### src/rtl/acs_metric_collect_pkg.sv
// Purpose : shared widths, limits and types for the ACS metric collector.
// Contents: METRIC_W, NUM_STATES, STATE_W, BEATS_PER_STAGE, METRIC_MAX and
//           the metric/state/beat scalar types used by every file.
package acs_metric_collect_pkg;

    localparam int METRIC_W        = 18;
    localparam int NUM_STATES      = 32;
    localparam int STATE_W         = 5;
    localparam int BEATS_PER_STAGE = 16;
    localparam int BEAT_W          = 4;

    typedef logic [METRIC_W-1:0] metric_t;
    typedef logic [STATE_W-1:0]  state_t;
    typedef logic [BEAT_W-1:0]   beat_t;

    localparam metric_t METRIC_MAX = '1;

endpackage

### src/rtl/acs_metric_collect_metric_bank_ram.sv
// Purpose : one 32 x 18 metric bank; a beat writes its even/odd pair at once.
// Ports   : clk; we/wr_pair/wr_even/wr_odd write port (words 2k and 2k+1);
//           re/rd_addr/rd_dat synchronous read port, rd_dat valid next cycle.
module metric_bank_ram
    import acs_metric_collect_pkg::*;
(
    input  logic    clk,
    input  logic    we,
    input  beat_t   wr_pair,
    input  metric_t wr_even,
    input  metric_t wr_odd,
    input  logic    re,
    input  state_t  rd_addr,
    output metric_t rd_dat
);

    // Contents are intentionally not reset.
    metric_t mem [NUM_STATES];

    always_ff @(posedge clk) begin
        if (we) begin
            mem[{wr_pair, 1'b0}] <= wr_even;
            mem[{wr_pair, 1'b1}] <= wr_odd;
        end
        if (re) begin
            rd_dat <= mem[rd_addr];
        end
    end

endmodule

### src/rtl/acs_metric_collect.sv
// Purpose : collects one trellis stage of 32 state metrics (16 pair beats) into
//           a ping-pong bank pair, reports the stage minimum and its state,
//           and replays the oldest complete bank on request.
// Ports   : clk/reset (sync, active-high); startStage, metricInEn,
//           accMetricEvenIn/OddIn collection input; bestValid/bestMetric/
//           bestState stage result; readStart request and metricOutEn/
//           metricOut/metricOutState replay output; bankReady, overrun status.
// Config  : ACS_NORMALIZE_EN defined -> replayed metrics have the bank's
//           minimum subtracted; undefined -> raw stored metrics.
module acs_metric_collect
    import acs_metric_collect_pkg::*;
(
    input  logic    clk,
    input  logic    reset,
    input  logic    startStage,
    input  logic    metricInEn,
    input  metric_t accMetricEvenIn,
    input  metric_t accMetricOddIn,
    input  logic    readStart,
    output logic    bestValid,
    output metric_t bestMetric,
    output state_t  bestState,
    output logic    metricOutEn,
    output metric_t metricOut,
    output state_t  metricOutState,
    output logic    bankReady,
    output logic    overrun
);

    logic    active;
    beat_t   beat_cnt;
    metric_t run_min;
    state_t  run_idx;
    logic [1:0] full;
    logic [1:0] full_nxt;
    logic    wr_bank;
    logic    rd_bank;
    logic    rd_busy;
    state_t  rd_addr;
    logic    out_bank;
    metric_t bank_dat [2];

    // A startStage in the same cycle as a beat restarts the stage and takes
    // that beat as beat 0, so the beat sees the fresh counter and minimum.
    beat_t   beat_k;
    metric_t min_base;
    state_t  idx_base;
    logic    take;
    logic    even_lt;
    logic    odd_lt;
    metric_t min_e;
    state_t  idx_e;
    metric_t min_o;
    state_t  idx_o;
    logic    last_beat;
    logic    rd_go;
    logic    rd_last;

    assign beat_k   = startStage ? '0 : beat_cnt;
    assign min_base = startStage ? METRIC_MAX : run_min;
    assign idx_base = startStage ? '0 : run_idx;
    assign take     = metricInEn && (active || startStage);

    // Strict compares: ties keep the earlier (lower) state, even before odd.
    assign even_lt  = accMetricEvenIn < min_base;
    assign min_e    = even_lt ? accMetricEvenIn : min_base;
    assign idx_e    = even_lt ? {beat_k, 1'b0} : idx_base;
    assign odd_lt   = accMetricOddIn < min_e;
    assign min_o    = odd_lt ? accMetricOddIn : min_e;
    assign idx_o    = odd_lt ? {beat_k, 1'b1} : idx_e;

    assign last_beat = take && (beat_k == beat_t'(BEATS_PER_STAGE - 1));
    assign bankReady = |full;
    assign rd_go     = readStart && bankReady && !rd_busy;
    assign rd_last   = rd_busy && (rd_addr == state_t'(NUM_STATES - 1));

    // Completion and replay-finish always target different banks in normal
    // operation; both updates are applied.
    always_comb begin
        full_nxt = full;
        if (rd_last) begin
            full_nxt[rd_bank] = 1'b0;
        end
        if (last_beat) begin
            full_nxt[wr_bank] = 1'b1;
        end
    end

    always_ff @(posedge clk) begin
        if (reset) begin
            active         <= 1'b0;
            beat_cnt       <= '0;
            run_min        <= METRIC_MAX;
            run_idx        <= '0;
            full           <= '0;
            wr_bank        <= 1'b0;
            rd_bank        <= 1'b0;
            rd_busy        <= 1'b0;
            rd_addr        <= '0;
            out_bank       <= 1'b0;
            overrun        <= 1'b0;
            bestValid      <= 1'b0;
            bestMetric     <= '0;
            bestState      <= '0;
            metricOutEn    <= 1'b0;
            metricOutState <= '0;
        end else begin
            bestValid <= 1'b0;
            if (startStage) begin
                active   <= 1'b1;
                beat_cnt <= '0;
                run_min  <= METRIC_MAX;
                run_idx  <= '0;
            end
            if (take) begin
                beat_cnt <= beat_t'(beat_k + 1'b1);
                run_min  <= min_o;
                run_idx  <= idx_o;
                if ((beat_k == '0) && full[wr_bank]) begin
                    overrun <= 1'b1;
                end
                if (last_beat) begin
                    active     <= 1'b0;
                    bestValid  <= 1'b1;
                    bestMetric <= min_o;
                    bestState  <= idx_o;
                    wr_bank    <= ~wr_bank;
                end
            end
            full <= full_nxt;

            // Reader: address issued one cycle, RAM data and beat valid the next.
            metricOutEn    <= rd_busy;
            metricOutState <= rd_addr;
            out_bank       <= rd_bank;
            if (rd_go) begin
                rd_busy <= 1'b1;
                rd_addr <= '0;
            end else if (rd_busy) begin
                rd_addr <= state_t'(rd_addr + 1'b1);
            end
            if (rd_last) begin
                rd_busy <= 1'b0;
                rd_bank <= ~rd_bank;
            end
        end
    end

    for (genvar b = 0; b < 2; b++) begin : g_bank
        metric_bank_ram u_ram (
            .clk     (clk),
            .we      (take && (wr_bank == 1'(b))),
            .wr_pair (beat_k),
            .wr_even (accMetricEvenIn),
            .wr_odd  (accMetricOddIn),
            .re      (rd_busy && (rd_bank == 1'(b))),
            .rd_addr (rd_addr),
            .rd_dat  (bank_dat[b])
        );
    end

`ifdef ACS_NORMALIZE_EN
    // Each bank keeps the minimum of the stage written into it.
    metric_t bank_min [2];
    metric_t out_min;

    always_ff @(posedge clk) begin
        if (last_beat) begin
            bank_min[wr_bank] <= min_o;
        end
        out_min <= bank_min[rd_bank];
    end

    assign metricOut = metricOutEn ? metric_t'(bank_dat[out_bank] - out_min) : '0;
`else
    assign metricOut = metricOutEn ? bank_dat[out_bank] : '0;
`endif

endmodule
### config.mk
export PLATFORM = sky130hd
export DESIGN_NAME = acs_metric_collect
export DESIGN_NICKNAME = d
export VERILOG_FILES = /design/src/rtl/acs_metric_collect_pkg.sv /design/src/rtl/acs_metric_collect_metric_bank_ram.sv /design/src/rtl/acs_metric_collect.sv
export SDC_FILE = /design/constraint.sdc
export NUM_CORES = 1
export LEC_CHECK = 0
export CAP_MARGIN = 20
export CORE_AREA = 2 2 274 384
export CTS_CLUSTER_DIAMETER = 40
export DETAILED_ROUTE_END_ITERATION = 8
export DIE_AREA = 0 0 276 386
export DONT_BUFFER_PORTS = 1
export PLACE_DENSITY_LB_ADDON = 0.25
export SLEW_MARGIN = 20
export SYNTH_ARGS = -nofsm -noshare
export SYNTH_HDL_FRONTEND = slang
export SYNTH_SLANG_ARGS = --single-unit
### constraint.sdc
create_clock -name clk -period 16.34 [get_ports clk]
set_clock_uncertainty 0.05 [all_clocks]
set_input_delay 3.268 -clock clk [delete_from_list [all_inputs] [get_ports clk]]
set_output_delay 3.268 -clock clk [all_outputs]
set_load 0.05 [all_outputs]
==> reports/qor.yml, run 1 <==
yosys:
  synth_top_flop_cell: "edfxtp_1"
  ys_seq_area_share_pct: 75.48
  synth_commonest_cells: "edfxtp_1 (1188), mux4_2 (360), clkbuf_1 (78), nor2_1 (78), dfxtp_1 (70)"
  synth-edff-count: 1188
  synth.area.top_cells: "edfxtp_1 (73%), mux4_2 (17%), dfxtp_1 (2.9%), ha_1 (0.99%), mux2_2 (0.85%)"
  syn_area_per_cell_um2: 22.10
  synth_top_area_share_pct: 72.63
  synthCells: 2223
  synth_nets: 2303
  synthesis.area_um2: 49120
  yosysMostFrequentCell: "edfxtp_1"
  synth_warnings: 0
  synth_top_area_cell: "edfxtp_1"
  yosysUniqueCellTypes: 48
  ys_ff_latch: 1258
  postSynth.asyncResetShare_pct: 0
routing:
  vias: 23127
  drc: 12
  routed_wl_mm: 117.1
  dr.pass1.iters: 7
  vias_per_cell: 6.222
  drtIter0Drc: 2559
  routedWlPerCell_um: 31.50
  ant_nets: 0
setup_path:
  cp.arrival_ps: 7990
  critPathBufInv: 0
  reg2reg_to: "run_min[5]$_SDFF_PP1_"
  cp-end-kind: "flip-flop"
  worstSetupPathDepth: 16
  ff2ff_setup_slack_ps: 11150
  critPathKind: "input pin to flip-flop"
  cpPeakStageDelay_ps: 900
  path_cells: "nor2_1 -> ha_1 -> nand4_1 -> nor3_1 -> o31a_2 -> o21ai_0 -> o31ai_1 -> ha_1 -> a21oi_1 -> nand2_1 -> a21oi_1 -> nand4_1 -> nor2_1 -> o21a_1 -> o2bb2ai_1 -> a211o_1"
  critPathLaunch: "startStage"
  worstPathRequired_ps: 16900
  start_kind: "input pin"
  crit_slowest_cell: "o21a_1"
  endpoint: "run_min[5]$_SDFF_PP1_"
  ff2ff_path_depth: 16
  r2r_start: "run_min[13]$_SDFF_PP1_"
  critical-path-top-delay-family: "compound AO/OA/AOI/OAI gates"
  worstPathMaxFanout: 36
clock_network:
  tritoncts: "built"
  insertion_delay_ps: 720
  htreeDepth: 3
  cts_sinks: 1258
  post_cts_resized: 0
  cts_hold_buf: 0
  cts_buffers: 119
  cts_root_buffer: "clkbuf_16"
  cts_buffer_depth: 3
  cts_setup_buffers: 0
  path_clk_slew_ps: 60
power_and_ir_drop:
  leakage_nw: 16.43
  power_switching_w: 0.001242
  max-vdd-ir-drop_uv: 81.46
  clkPwrFrac_pct: 43.0
  pwr-share-seq_pct: 55.8
  swShare_pct: 19.62
  intPower_w: 0.005090
  comb_power_share_pct: 1.1
  p_per_area_nw_per_um2: 115.9
grt:
  antenna_found_initial: 0
  grt_pass1_wl_mm: 170.2
  grt_max_degree: 111
  grt_pass1_vias: 24176
  grt_overflow: 0
  grt_use_total_pct: 22.37
placed_design:
  place_hpwl_mm: 63.77
  io_buffers: 0
  place_congestion: 0.8440
  post-place-cells: 3498
  dpl_worst_slack_ps: 8317
final_layout:
  areaGrowthSynthToFinish_pct: 11.27
  final_layout_size_suffix_gt1_share_pct: 28.56
  layout.nets: 2350
  utilization_pct: 52.88
  instances_no_fill: 3717
  n_fill_cell: 7822
job:
  cap_violations: 0
floorplanning:
  die_w_um: 276
  io_pins: 91
  row_count: 140
  die_area_um2: 106500
  core_um2: 103300
  start_util_pct: 47.53
  die_h_um: 386
outcome:
  status: "finished with violations"
  failed_checks: "design-rule violations"
sta:
  slew_viol_final: 0
  setup_ws_ps: 8906
  relSlewSlack_pct: 23.82
  setup_viol: 0
  period_share_pct: 45.50
  max_freq_mhz: 134.5
  worstMarginPinSlew_ps: 1143
  rsz0062_at_grt: "no"
  hold_viol: 0
  min_period_ps: 7434
  fin_setup_tns_ps: 0
min_path:
  hp-class: "flip-flop to flip-flop"
layout make-up:
type                            instances  area, µm²  area share, %
Sequential cell                      1258      37090          67.87
Multi-Input combinational cell        837      11630          21.27
Clock buffer                          147       3146          5.755
Tap cell                             1349       1688          3.088
Clock inverter                         71      678.2          1.241
Timing Repair Buffer                   49      400.4         0.7326
Inverter                                5      18.77        0.03434
Antenna cell                            1      2.502       0.004579
through the flow:
step | power (W) | instance area [µm²] | hold WS (ps)
global placement | 0.003672 | 50800 | 405.7
detailed placement | 0.003677 | 50830 | 412.3
global route | 0.006505 | 54650 | 460.9
CTS | 0.006371 | 54650 | 420.9
finish | 0.006333 | 54650 | 436.5
floorplan | 0.003662 | 49120 | 386.8
kinds of logic after synthesis:
kind of cell               count (synthesis)  share of synthesized area [%]
adders and majority gates                 39                         0.9935
and+or+nand+nor                          242                          2.542
buffers and inverters                    128                          1.128
AOI/OAI and AO/OA                        124                          1.806
DFF                                     1258                          75.48
muxes                                    424                          17.91
xor gates and xnor gates                   8                         0.1427
how the worst min path moves through the flow:
| stage | from | endpoint | depth (start not counted) |
|---|---|---|---|
| 6_report | full[0]$_SDFF_PP0_ | overrun$_SDFFE_PP0P_ | 2 |
| 5_1_grt | full[0]$_SDFF_PP0_ | overrun$_SDFFE_PP0P_ | 2 |
| 4_1_cts | full[0]$_SDFF_PP0_ | overrun$_SDFFE_PP0P_ | 2 |
| 3_5_place_dp | full[0]$_SDFF_PP0_ | overrun$_SDFFE_PP0P_ | 2 |
| 3_3_place_gp | full[0]$_SDFF_PP0_ | overrun$_SDFFE_PP0P_ | 2 |
| 2_1_floorplan | full[0]$_SDFF_PP0_ | overrun$_SDFFE_PP0P_ | 2 |
flip-flops by register name, indices dropped and copies added, names as in the netlist:
| name | count |
|---|---|
| rd_addr | 5 |
| rd_busy | 1 |
| bestState | 5 |
| bestMetric | 18 |
| metricOutEn | 1 |
| metricOutState | 5 |
| beat_cnt | 4 |
| g_bank.u_ram.rd_dat | 36 |
| bestValid | 1 |
| run_min | 18 |
| run_idx | 5 |
| out_bank | 1 |
| rd_bank | 1 |
| g_bank.u_ram.mem | 1152 |
| overrun | 1 |
| full | 2 |
| wr_bank | 1 |
| active | 1 |
worst min-delay path, cell delays in order (launching register included):
cell and delay, ps:
dfxtp_1 330, nand2_1 60, a21oi_1 50
layout by cell type (no fill, tap or decap), types with 28 or more instances in the layout:
cell | synthesis | final
nor2b_1 | 29 | 28
buf_4 | 0 | 45
ha_1 | 39 | 39
mux2_2 | 37 | 37
edfxtp_1 | 1188 | 1188
clkbuf_16 | 0 | 121
nor3_1 | 28 | 28
dfxtp_1 | 70 | 64
nor2_1 | 78 | 63
mux4_2 | 360 | 360
metal layers:
metal | up-vias | global-route usage (%) | share of wire (%) | routed length [µm]
li1 | 9489 | - | - | -
met1 | 12618 | 29.22 | 39 | 45730
met2 | 828 | 37.95 | 51 | 59540
met3 | 192 | 4.607 | 7.1 | 8362
met4 | 0 | 7.175 | 3.0 | 3464
met5 | - | 0 | 0 | 0
power groups by stage:
| stage | registers [W] | clock network (W) | logic [W] |
|---|---|---|---|
| 4_1_cts | 0.00354 | 0.00276 | 0.0000716 |
| 3_3_place_gp | 0.00360 | 0 | 0.0000667 |
| 2_1_floorplan | 0.00361 | 0 | 0.0000557 |
| 3_5_place_dp | 0.00361 | 0 | 0.0000711 |
| 5_1_grt | 0.00353 | 0.00289 | 0.0000792 |
| 6_report | 0.00354 | 0.00272 | 0.0000727 |
Note: power is estimated with default switching activity, not from simulation.
==> run 2, diff against run 1 <==
==> constraint.sdc (replaced) <==
create_clock -name clk -period 6.2 [get_ports clk]
set_clock_uncertainty 0.05 [all_clocks]
set_input_delay 1.24 -clock clk [delete_from_list [all_inputs] [get_ports clk]]
set_output_delay 1.24 -clock clk [all_outputs]
set_load 0.05 [all_outputs]
==> run 2 against run 1 <==
The flow still finishes with violations (design-rule violations). Via count shrank 0.51%. Hold slack gained 21 ps. Final cell count grew 0.30%. First-iteration DRC count shrank 8.2%. Highest routed layer unchanged.
==> reports/qor.yml, run 2 (same netlist as run 1, synthesis figures left out) <==
outcome:
  status: "finished with violations"
  failed_checks: "design-rule violations"
grt:
  antenna_found_initial: 2  # +2
  grt_use_total_pct: 21.91  # -0.45 points
  grt_max_degree: 127  # +14%
  grt_pass1_wl_mm: 167.3  # -1.7%
  grt_overflow: 0  # unchanged
  grt_pass1_vias: 24113  # -0.26%
job:
  cap_violations: 0  # unchanged
final_layout:
  final_cell_mix: "edfxtp_1 (1188), mux4_2 (360), clkbuf_16 (122)"
  n_fill_cell: 7777  # -0.58%
  reg.largest.list: "g_bank.u_ram.mem: 1152 flops, g_bank.u_ram.rd_dat: 36 flops"
  utilization_pct: 53.02  # +0.13 points
  layout.nets: 2352  # +0.085%
  top_register: "g_bank.u_ram.mem"
  final_common_cell: "edfxtp_1"
  largest_reg_flops: 1152  # unchanged
  final_layout_size_suffix_gt1_share_pct: 28.57  # about the same
  final_cell_area_um2: 54790  # +0.25%
  areaGrowthSynthToFinish_pct: 11.55
  multi_input_area_um2: 11630  # about the same
  seqCellArea_um2: 37090  # about the same
placed_design:
  place_congestion: 0.8017  # -5.0%
  dpl_cell_area_um2: 50900  # +0.14%
  place_hpwl_mm: 65.03  # +2.0%
  dpl_worst_slack_ps: 250.0  # -8067 ps
  io_buffers: 0  # unchanged
routing:
  drc: 12  # unchanged
  dr.pass1.iters: 7  # unchanged
  vias_per_cell: 6.172  # -0.80%
  drtIter0Drc: 2350  # -8.2%
  vias: 23009  # -0.51%
  routed_wl_mm: 115.2  # -1.6%
  ant_nets: 0  # unchanged
  routedWlPerCell_um: 30.91  # -1.9%
floorplanning:
  start_util_pct: 47.53  # unchanged
  die_area_um2: 106500  # unchanged
  die_h_um: 386  # unchanged
  io_pins: 91  # unchanged
  row_count: 140  # unchanged
  core_um2: 103300  # unchanged
  die_w_um: 276  # unchanged
setup_path:
  worstPathRequired_ps: 6760  # -10140 ps
  worstPathMaxFanout: 36  # unchanged
  path_cells: "nor2_1 -> ha_1 -> nand4_1 -> nor3_1 -> o31a_1 -> buf_4 -> o31ai_1 -> ha_1 -> nand4_1 -> nor4_1 -> nand2_1 -> and4_1 -> o211a_1 -> a211oi_4 -> buf_4 -> nor2_4 -> a211o_1"
  cpPeakStageDelay_ps: 540  # -360 ps
  crit_slowest_cell: "o31a_1"
  ff2ff_path_depth: 17  # +1
  start_kind: "input pin"
  ff2ff_setup_slack_ps: 1090  # -10060 ps
  critPathKind: "input pin to flip-flop"
  cp-end-kind: "flip-flop"
  cp.arrival_ps: 5900  # -2090 ps
clock_network:
  path_clk_slew_ps: 60  # about the same
  insertion_delay_ps: 730  # about the same
  cts_setup_buffers: 0  # unchanged
  cts_root_buffer: "clkbuf_16"
  cts_buffers: 120  # +0.84%
  htreeDepth: 3  # unchanged
  cts_buffer_depth: 3  # unchanged
  tritoncts: "built"
  post_cts_resized: 0  # unchanged
  cts_sinks: 1258  # unchanged
  cts_hold_buf: 0  # unchanged
sta:
  hold_viol: 0  # unchanged
  min_period_ps: 5340
  rsz0062_at_grt: "no"
  setup_viol: 0  # unchanged
  period_share_pct: 86.13
  hold_ws_ps: 457.9  # +21.42 ps
  slew_viol_final: 0  # unchanged
  fin_setup_tns_ps: 0  # unchanged
  max_freq_mhz: 187.3
  worstMarginPinSlew_ps: 1101  # -42.08 ps
  setup_ws_ps: 860.0  # -8046 ps
  relSlewSlack_pct: 26.53  # +2.7 points
min_path:
  hp-class: "flip-flop to flip-flop"
  hold_path_depth: 2  # unchanged
power_and_ir_drop:
  leakage_nw: 16.47  # +0.28%
  max-vdd-ir-drop_uv: 252.1  # +210%
  p_per_area_nw_per_um2: 304.5  # +160%
==> run 2: changes by cell type in the layout (fill, tap and decap cells not counted), moves of 3 or more <==
cell and delta:
inv_6 -3, clkinv_1 +11, buf_12 +5, clkbuf_1 -6
inv_8 +3
==> run 2: final timing paths <==
kind / start / to
worst max-delay path: startStage / run_min[17]$_SDFF_PP1_
worst min-delay path: full[0]$_SDFF_PP0_ / overrun$_SDFFE_PP0P_
worst max register to register: run_min[16]$_SDFF_PP1_ / run_min[17]$_SDFF_PP1_
worst min register to register: full[0]$_SDFF_PP0_ / overrun$_SDFFE_PP0P_
==> run 2: power breakdown <==
part / switching, W / internal (W)
Combinational: 0.000116 / 0.0000716
Sequential: 0.00000803 / 0.00931
Clock: 0.00318 / 0.00400
==> run 2: final cells by class <==
class | instances | share of cell area, %
sequential | 1258 | 67.69
multi-input combinational | 837 | 21.23
clock buffer | 143 | 5.770
tap | 1349 | 3.080
clock inverter | 84 | 1.331
timing repair buffer | 50 | 0.8449
inverter | 5 | 0.03425
antenna | 2 | 0.009134
==> run 2: stage by stage <==
| stage | total power (W) | cells |
|---|---|---|
| 2_1_floorplan | 0.009650 | 2223 |
| 3_3_place_gp | 0.009677 | 3499 |
| 3_5_place_dp | 0.009686 | 3499 |
| 4_1_cts | 0.01678 | 3726 |
| 5_1_grt | 0.01711 | 3726 |
| 6_report | 0.01668 | 3728 |
==> run 2: per-layer routing <==
layer  up-vias  share of wire, %  track usage (%)  wire length, µm
li1       9507                 -                -                -
met1     12535                39            28.13            44510
met2       810                52            38.23            60270
met3       157               6.2            3.531             7191
met4         0               2.8            7.549             3274
met5         -                 0                0                0
==> run 2: critical path: cells and delay by family <==
kind	cells	cell delay [ps]
simple gates	8	2020
buf+inv	2	720
compound gates	5	1320
fa+ha+maj	2	560
